--- src/rtl/usb_rx_pkg.sv ---
// Shared types for the low-speed USB receive path: line states and receiver FSM encoding.
package types;

    // Encoded as {d_p, d_n} so the synchronized pin pair maps straight onto the type.
    typedef enum logic [1:0] {
        LS_SE0 = 2'b00,
        LS_J   = 2'b01,
        LS_K   = 2'b10,
        LS_SE1 = 2'b11
    } line_state_t;

    typedef logic [2:0] rx_state_t;

    localparam rx_state_t RX_IDLE  = 3'd0;
    localparam rx_state_t RX_SYNC  = 3'd1;
    localparam rx_state_t RX_DATA  = 3'd2;
    localparam rx_state_t RX_EOP   = 3'd3;
    localparam rx_state_t RX_ABORT = 3'd4;

endpackage

--- src/rtl/usb_rx_line_sync.sv ---
// Pin synchronizer, line-state decode and bit-timing DPLL for the low-speed receiver.
module usb_line_sync
    import types::*;
#(
    parameter int CLKS_PER_BIT = 16
) (
    input  logic        clk_i,
    input  logic        rst_ni,
    input  logic        d_p_i,
    input  logic        d_n_i,
    output line_state_t line_state_o,
    output logic        bit_strobe_o
);

    localparam int PW = $clog2(CLKS_PER_BIT);

    logic [1:0]    meta_q;
    logic [1:0]    sync_q;
    logic [PW-1:0] phase_q;
    logic [PW-1:0] phase_d;

    // Phase is 0 in the first cycle the new synchronized state is visible.
    always_comb begin
        phase_d = phase_q + PW'(1);
        if (meta_q != sync_q) begin
            phase_d = '0;
        end else if (phase_q == PW'(CLKS_PER_BIT - 1)) begin
            phase_d = '0;
        end
    end

    always_ff @(posedge clk_i or negedge rst_ni) begin
        if (!rst_ni) begin
            meta_q  <= 2'b01;
            sync_q  <= 2'b01;
            phase_q <= '0;
        end else begin
            meta_q  <= {d_p_i, d_n_i};
            sync_q  <= meta_q;
            phase_q <= phase_d;
        end
    end

    assign line_state_o = line_state_t'(sync_q);
    assign bit_strobe_o = (phase_q == PW'(CLKS_PER_BIT / 2));

endmodule

--- src/rtl/usb_rx.sv ---
// Low-speed USB receive front end: NRZI decode, SYNC/EOP detection, unstuffing, byte assembly.
module usb_rx
    import types::*;
#(
    parameter int CLKS_PER_BIT     = 16,
    parameter int BUS_RESET_CYCLES = 60
) (
    input  logic       clk,
    input  logic       reset,
    input  logic       d_p,
    input  logic       d_n,
    output logic [7:0] rx_data,
    output logic       rx_active,
    output logic       rx_valid,
    output logic       rx_error,
    output logic       bus_reset,
    output rx_state_t  dbg_state
);

    localparam int CW = $clog2(BUS_RESET_CYCLES + 1);

    line_state_t line_state;
    logic        bit_strobe;
    logic        nrzi_bit;

    rx_state_t   state_q, state_d;
    line_state_t prev_q, prev_d;
    logic [2:0]  zeros_q, zeros_d;
    logic [2:0]  ones_q, ones_d;
    logic [2:0]  bitcnt_q, bitcnt_d;
    logic [7:0]  shift_q, shift_d;
    logic [7:0]  data_q, data_d;
    logic        valid_q, valid_d;
    logic        active_q, active_d;
    logic        error_q, error_d;
    logic        jseen_q, jseen_d;
    logic [CW-1:0] se0_cnt_q, se0_cnt_d;
    logic        bus_reset_q, bus_reset_d;

    usb_line_sync #(.CLKS_PER_BIT(CLKS_PER_BIT)) u_line_sync (
        .clk_i        (clk),
        .rst_ni       (reset),
        .d_p_i        (d_p),
        .d_n_i        (d_n),
        .line_state_o (line_state),
        .bit_strobe_o (bit_strobe)
    );

    assign nrzi_bit = (line_state == prev_q);

    always_comb begin
        state_d  = state_q;
        prev_d   = prev_q;
        zeros_d  = zeros_q;
        ones_d   = ones_q;
        bitcnt_d = bitcnt_q;
        shift_d  = shift_q;
        data_d   = data_q;
        valid_d  = 1'b0;
        active_d = active_q;
        error_d  = error_q;
        jseen_d  = jseen_q;
        if (bus_reset_q) begin
            state_d  = RX_IDLE;
            prev_d   = LS_J;
            active_d = 1'b0;
            error_d  = 1'b0;
            jseen_d  = 1'b0;
        end else if (bit_strobe) begin
            prev_d = line_state;
            case (state_q)
                RX_IDLE: begin
                    // The K that leaves idle is itself the first SYNC zero.
                    if (line_state == LS_K) begin
                        state_d = RX_SYNC;
                        zeros_d = 3'd1;
                    end else begin
                        prev_d = LS_J;
                    end
                end
                RX_SYNC: begin
                    if (line_state == LS_SE0 || line_state == LS_SE1) begin
                        state_d = RX_IDLE;
                        prev_d  = LS_J;
                    end else if (!nrzi_bit) begin
                        if (zeros_q != 3'd7) zeros_d = zeros_q + 3'd1;
                    end else if (zeros_q >= 3'd4) begin
                        state_d  = RX_DATA;
                        active_d = 1'b1;
                        ones_d   = 3'd0;
                        bitcnt_d = 3'd0;
                    end else begin
                        state_d = RX_IDLE;
                        prev_d  = LS_J;
                    end
                end
                RX_DATA: begin
                    if (line_state == LS_SE0 && bitcnt_q == 3'd0) begin
                        state_d = RX_EOP;
                    end else if (line_state == LS_SE0 || line_state == LS_SE1 ||
                                 (ones_q == 3'd6 && nrzi_bit)) begin
                        state_d = RX_ABORT;
                        error_d = 1'b1;
                        jseen_d = 1'b0;
                    end else if (ones_q == 3'd6) begin
                        ones_d = 3'd0;
                    end else begin
                        shift_d  = {nrzi_bit, shift_q[7:1]};
                        ones_d   = nrzi_bit ? ones_q + 3'd1 : 3'd0;
                        bitcnt_d = bitcnt_q + 3'd1;
                        if (bitcnt_q == 3'd7) begin
                            data_d  = {nrzi_bit, shift_q[7:1]};
                            valid_d = 1'b1;
                        end
                    end
                end
                RX_EOP: begin
                    if (line_state == LS_J) begin
                        state_d  = RX_IDLE;
                        prev_d   = LS_J;
                        active_d = 1'b0;
                    end else if (line_state != LS_SE0) begin
                        state_d = RX_ABORT;
                        error_d = 1'b1;
                        jseen_d = 1'b0;
                    end
                end
                RX_ABORT: begin
                    if (line_state == LS_J && jseen_q) begin
                        state_d  = RX_IDLE;
                        prev_d   = LS_J;
                        active_d = 1'b0;
                        error_d  = 1'b0;
                        jseen_d  = 1'b0;
                    end else begin
                        jseen_d = (line_state == LS_J);
                    end
                end
                default: begin
                    state_d = RX_IDLE;
                    prev_d  = LS_J;
                end
            endcase
        end
    end

    // SE0 run length is tracked on every cycle, independent of the bit strobe.
    always_comb begin
        se0_cnt_d   = '0;
        bus_reset_d = 1'b0;
        if (line_state == LS_SE0) begin
            se0_cnt_d   = (se0_cnt_q == CW'(BUS_RESET_CYCLES)) ? se0_cnt_q : se0_cnt_q + CW'(1);
            bus_reset_d = (se0_cnt_q >= CW'(BUS_RESET_CYCLES - 1));
        end
    end

    always_ff @(posedge clk or negedge reset) begin
        if (!reset) begin
            state_q     <= RX_IDLE;
            prev_q      <= LS_J;
            zeros_q     <= 3'd0;
            ones_q      <= 3'd0;
            bitcnt_q    <= 3'd0;
            shift_q     <= 8'h00;
            data_q      <= 8'h00;
            valid_q     <= 1'b0;
            active_q    <= 1'b0;
            error_q     <= 1'b0;
            jseen_q     <= 1'b0;
            se0_cnt_q   <= '0;
            bus_reset_q <= 1'b0;
        end else begin
            state_q     <= state_d;
            prev_q      <= prev_d;
            zeros_q     <= zeros_d;
            ones_q      <= ones_d;
            bitcnt_q    <= bitcnt_d;
            shift_q     <= shift_d;
            data_q      <= data_d;
            valid_q     <= valid_d;
            active_q    <= active_d;
            error_q     <= error_d;
            jseen_q     <= jseen_d;
            se0_cnt_q   <= se0_cnt_d;
            bus_reset_q <= bus_reset_d;
        end
    end

    assign rx_data   = data_q;
    assign rx_valid  = valid_q;
    assign rx_active = active_q;
    assign rx_error  = error_q;
    assign bus_reset = bus_reset_q;
    assign dbg_state = state_q;

endmodule
--- config.mk ---
export PLATFORM = sky130hd
export DESIGN_NAME = usb_rx
export DESIGN_NICKNAME = d
export VERILOG_FILES = /design/src/rtl/usb_rx_pkg.sv /design/src/rtl/usb_rx_line_sync.sv /design/src/rtl/usb_rx.sv
export SDC_FILE = /design/constraint.sdc
export NUM_CORES = 1
export LEC_CHECK = 0
export BUFFER_PORTS_ARGS = -buffer_cell sky130_fd_sc_hd__buf_2
export CAP_MARGIN = 20
export CORE_MARGIN = 1
export CORE_UTILIZATION = 65
export CTS_BUF_LIST = sky130_fd_sc_hd__clkbuf_8
export CTS_CLUSTER_DIAMETER = 50
export CTS_CLUSTER_SIZE = 25
export DETAILED_ROUTE_END_ITERATION = 10
export PLACE_DENSITY = 0.88
export SYNTH_ARGS = -nofsm -noshare
export SYNTH_HDL_FRONTEND = slang
export SYNTH_HIERARCHICAL = 1
export SYNTH_SLANG_ARGS = --single-unit
--- constraint.sdc ---
create_clock -name clk -period 6 [get_ports clk]
set_input_delay 0.6 -clock clk [delete_from_list [all_inputs] [get_ports clk]]
set_output_delay 0.6 -clock clk [all_outputs]
set_load 0.05 [all_outputs]
==> results.ini <==
[floorplanning]
core_area_um2 = 3740
die_area_um2 = 4240
start_util_pct = 69.2
pin_count = 19
die_height_um = 65.1
dieWidth_um = 65.1
rows = 22

[route]
ant_nets = 0
wire_per_inst_um = 16.7
num_vias = 1957
route.detailed.drc = 0
drtIter0Drc = 312
dr.pass1.iters = 5
viasPerCell = 6.21
drt-total-wl_mm = 5.25

[synthesis]
synth_edf_count = 0
ys_seq_elements = 48
syn_nets = 266
yosysWarnings = 6
synthXorXnorAreaFrac_pct = 3.00
yosys-top-cells-area = dfrtp_1 (43%), ha_1 (7.2%), nand2_1 (5.4%), mux2_4 (5.2%), dfstp_2 (3.0%)
synthAdderAreaFrac_pct = 7.25
synth_commonest_cells = dfrtp_1 (45), nand2_1 (37), inv_1 (17)
synth-compound-area-share_pct = 12.6
netlist_area_um2 = 2590
synth_top_area_share_pct = 43.5
seq_area_frac_synth_pct = 46.5
yosysUniqueCellTypes = 63
synthMuxAreaShare_pct = 8.07
synthSimpleGateAreaFrac_pct = 18.6
yosysTopAreaCell = dfrtp_1
synth_cells = 247
synth_ff_type = dfrtp_1
synth_area_per_cell_um2 = 10.5
yosysMostFrequentCell = dfrtp_1
async_flop_share_pct = 100
synth_top_family_by_area = simple AND/OR/NAND/NOR gates

[global_routing]
grt_first_pass_wirelength_mm = 8.94
overflow = 0
grt_usage_pct = 28.4
grt_max_degree = 49
grt_pass1_vias = 1901
grt_antenna_before_repair = 0

[placement]
place.gp.congestion = 0.848
port_buffers = 18
dpl.hpwl_mm = 3.62

[critical_path]
cp_max_fo = 7
cp.arrival_ps = 2780
rrSetupSlack_ps = 3420
startpoint_type = flip-flop
rr_worst_depth = 7
regToRegEndpoint = ones_q[1]
cp.required_ps = 6200
endpoint_kind = flip-flop
worstSetupPathType = reg -> reg
r2r-start = u_line_sync/line_state_o[0]

[sta]
rsz0062_at_grt = no
drv_slew = 0
fin_tns_setup_ps = 0
hold_viol_final = 0
finalCritPeriodShare_pct = 43.0
clock_skew_ps = 13.6
setup_viol = 0
relSlewSlack_pct = 57.1
period_minus_slack_ps = 2580
max_freq_mhz = 388
tightest_slew_ps = 643

[clock_tree]
cts_hold_buf = 0
cts-root-buf = clkbuf_8
clk_path_buf_depth = 2
numCtsBuffers = 5
h-tree-depth = 2
clk_pin_slew_ps = 100
cts_setup_buffers = 0
cts_tree = done
ctsResizeCount = 0
clk-insertion-delay-late_ps = 310
clock_sinks = 48

[final_layout]
nets = 285
area_growth_pct = 9.47
diodes = 0
drive_above_1_share_pct = 20.2
fin_util_pct = 75.7

[pwr]
seq_power_share_pct = 55.6
power_mw = 0.595
p_leak_nw = 1.40
switching_share_pct = 22.6
p_per_area_nw_per_um2 = 210
p_int_mw = 0.460
peakVddDrop_mv = 0.184
p_comb_share_pct = 4.9
p_clk_share_pct = 39.5
switching_power_mw = 0.135

[outcome]
status = finished, final reports clean

[hold_path]
hold_path.class = in -> async

[job]
drv_cap = 0

per-stage QoR:
stage | hold slack [ps] | worst slack, ps | cells | area (um^2)
after detailed placement | 365 | 3500 | 306 | 2700
after global placement | 369 | 3630 | 306 | 2700
final | 103 | 3420 | 315 | 2840
after CTS | 379 | 3470 | 314 | 2820
after global routing | 104 | 3230 | 315 | 2840
after floorplan | 304 | 3750 | 247 | 2590
worst max path at each step:
| stage | startpoint | end | slack, ps | depth (start not counted) |
|---|---|---|---|---|
| 2_1_floorplan | u_line_sync/line_state_o[0] | ones_q[0] | 3750 | 7 |
| 3_3_place_gp | u_line_sync/line_state_o[0] | ones_q[1] | 3630 | 7 |
| 3_5_place_dp | u_line_sync/line_state_o[0] | ones_q[1] | 3500 | 7 |
| 4_1_cts | u_line_sync/line_state_o[0] | ones_q[1] | 3470 | 7 |
| 5_1_grt | u_line_sync/line_state_o[0] | ones_q[1] | 3230 | 7 |
| 6_report | u_line_sync/line_state_o[0] | ones_q[1] | 3420 | 7 |
cell families (layout without fill, tap and decap cells):
kind of cell / after synthesis / after routing
and+or+nand+nor: 86 / 86
AOI/OAI and AO/OA: 49 / 49
DFF: 48 / 48
buffers and inverters: 25 / 45
muxes: 16 / 16
adders and majority gates: 15 / 15
xor gates and xnor gates: 8 / 8
cells in the final DEF, fill, tap and decap left out, types with 4 or more instances in the layout:
cell type  instances
inv_1             17
buf_2             18
xnor2_1            4
mux2_4             9
ha_1              15
a21oi_1           10
mux2i_1            4
nor2_1            10
clkbuf_8           5
nand3_1            6
o21ai_0           12
dfrtp_1           45
nand2_1           37
routing by layer:
layer,part of all wire [%],wire [um],track usage [%]
met4,2.6,137,12.8
met1,42,2190,37.9
met5,0,0,0
met3,5.6,294,4.69
met2,50,2630,45.8
final cells by class:
| class | count | area (um^2) |
|---|---|---|
| Timing Repair Buffer | 19 | 110 |
| Tap cell | 48 | 60.1 |
| Clock inverter | 3 | 42.5 |
| Fill cell | 239 | 908 |
| Sequential cell | 48 | 1200 |
| Inverter | 18 | 67.6 |
| Clock buffer | 5 | 68.8 |
| Multi-Input combinational cell | 174 | 1280 |
flip-flops by register name, summed over array words and instances (netlist names):
register                  flops
rx_data                       8
shift_q                       7
se0_cnt_q                     6
u_line_sync/phase_q           4
bitcnt_q                      3
dbg_state                     3
ones_q                        3
zeros_q                       3
prev_q                        2
u_line_sync/line_state_o      2
u_line_sync/meta_q            2
bus_reset                     1
jseen_q                       1
rx_active                     1
rx_error                      1
rx_valid                      1
power groups by stage:
stage	combinational, mW	sequential, mW	clock, mW
2_1_floorplan	0.0160	0.336	0
3_3_place_gp	0.0264	0.337	0
3_5_place_dp	0.0274	0.337	0
4_1_cts	0.0276	0.331	0.238
5_1_grt	0.0333	0.331	0.250
6_report	0.0289	0.331	0.235
worst max-delay path: stages, from the launching register on:
cell       delay (ps)
dfstp_2           620
inv_1             100
ha_1              400
nand4bb_1         230
nor4_1            420
o21ai_2           150
a21oi_2           170
mux2_2            360
(Power assumes the default switching activity.)
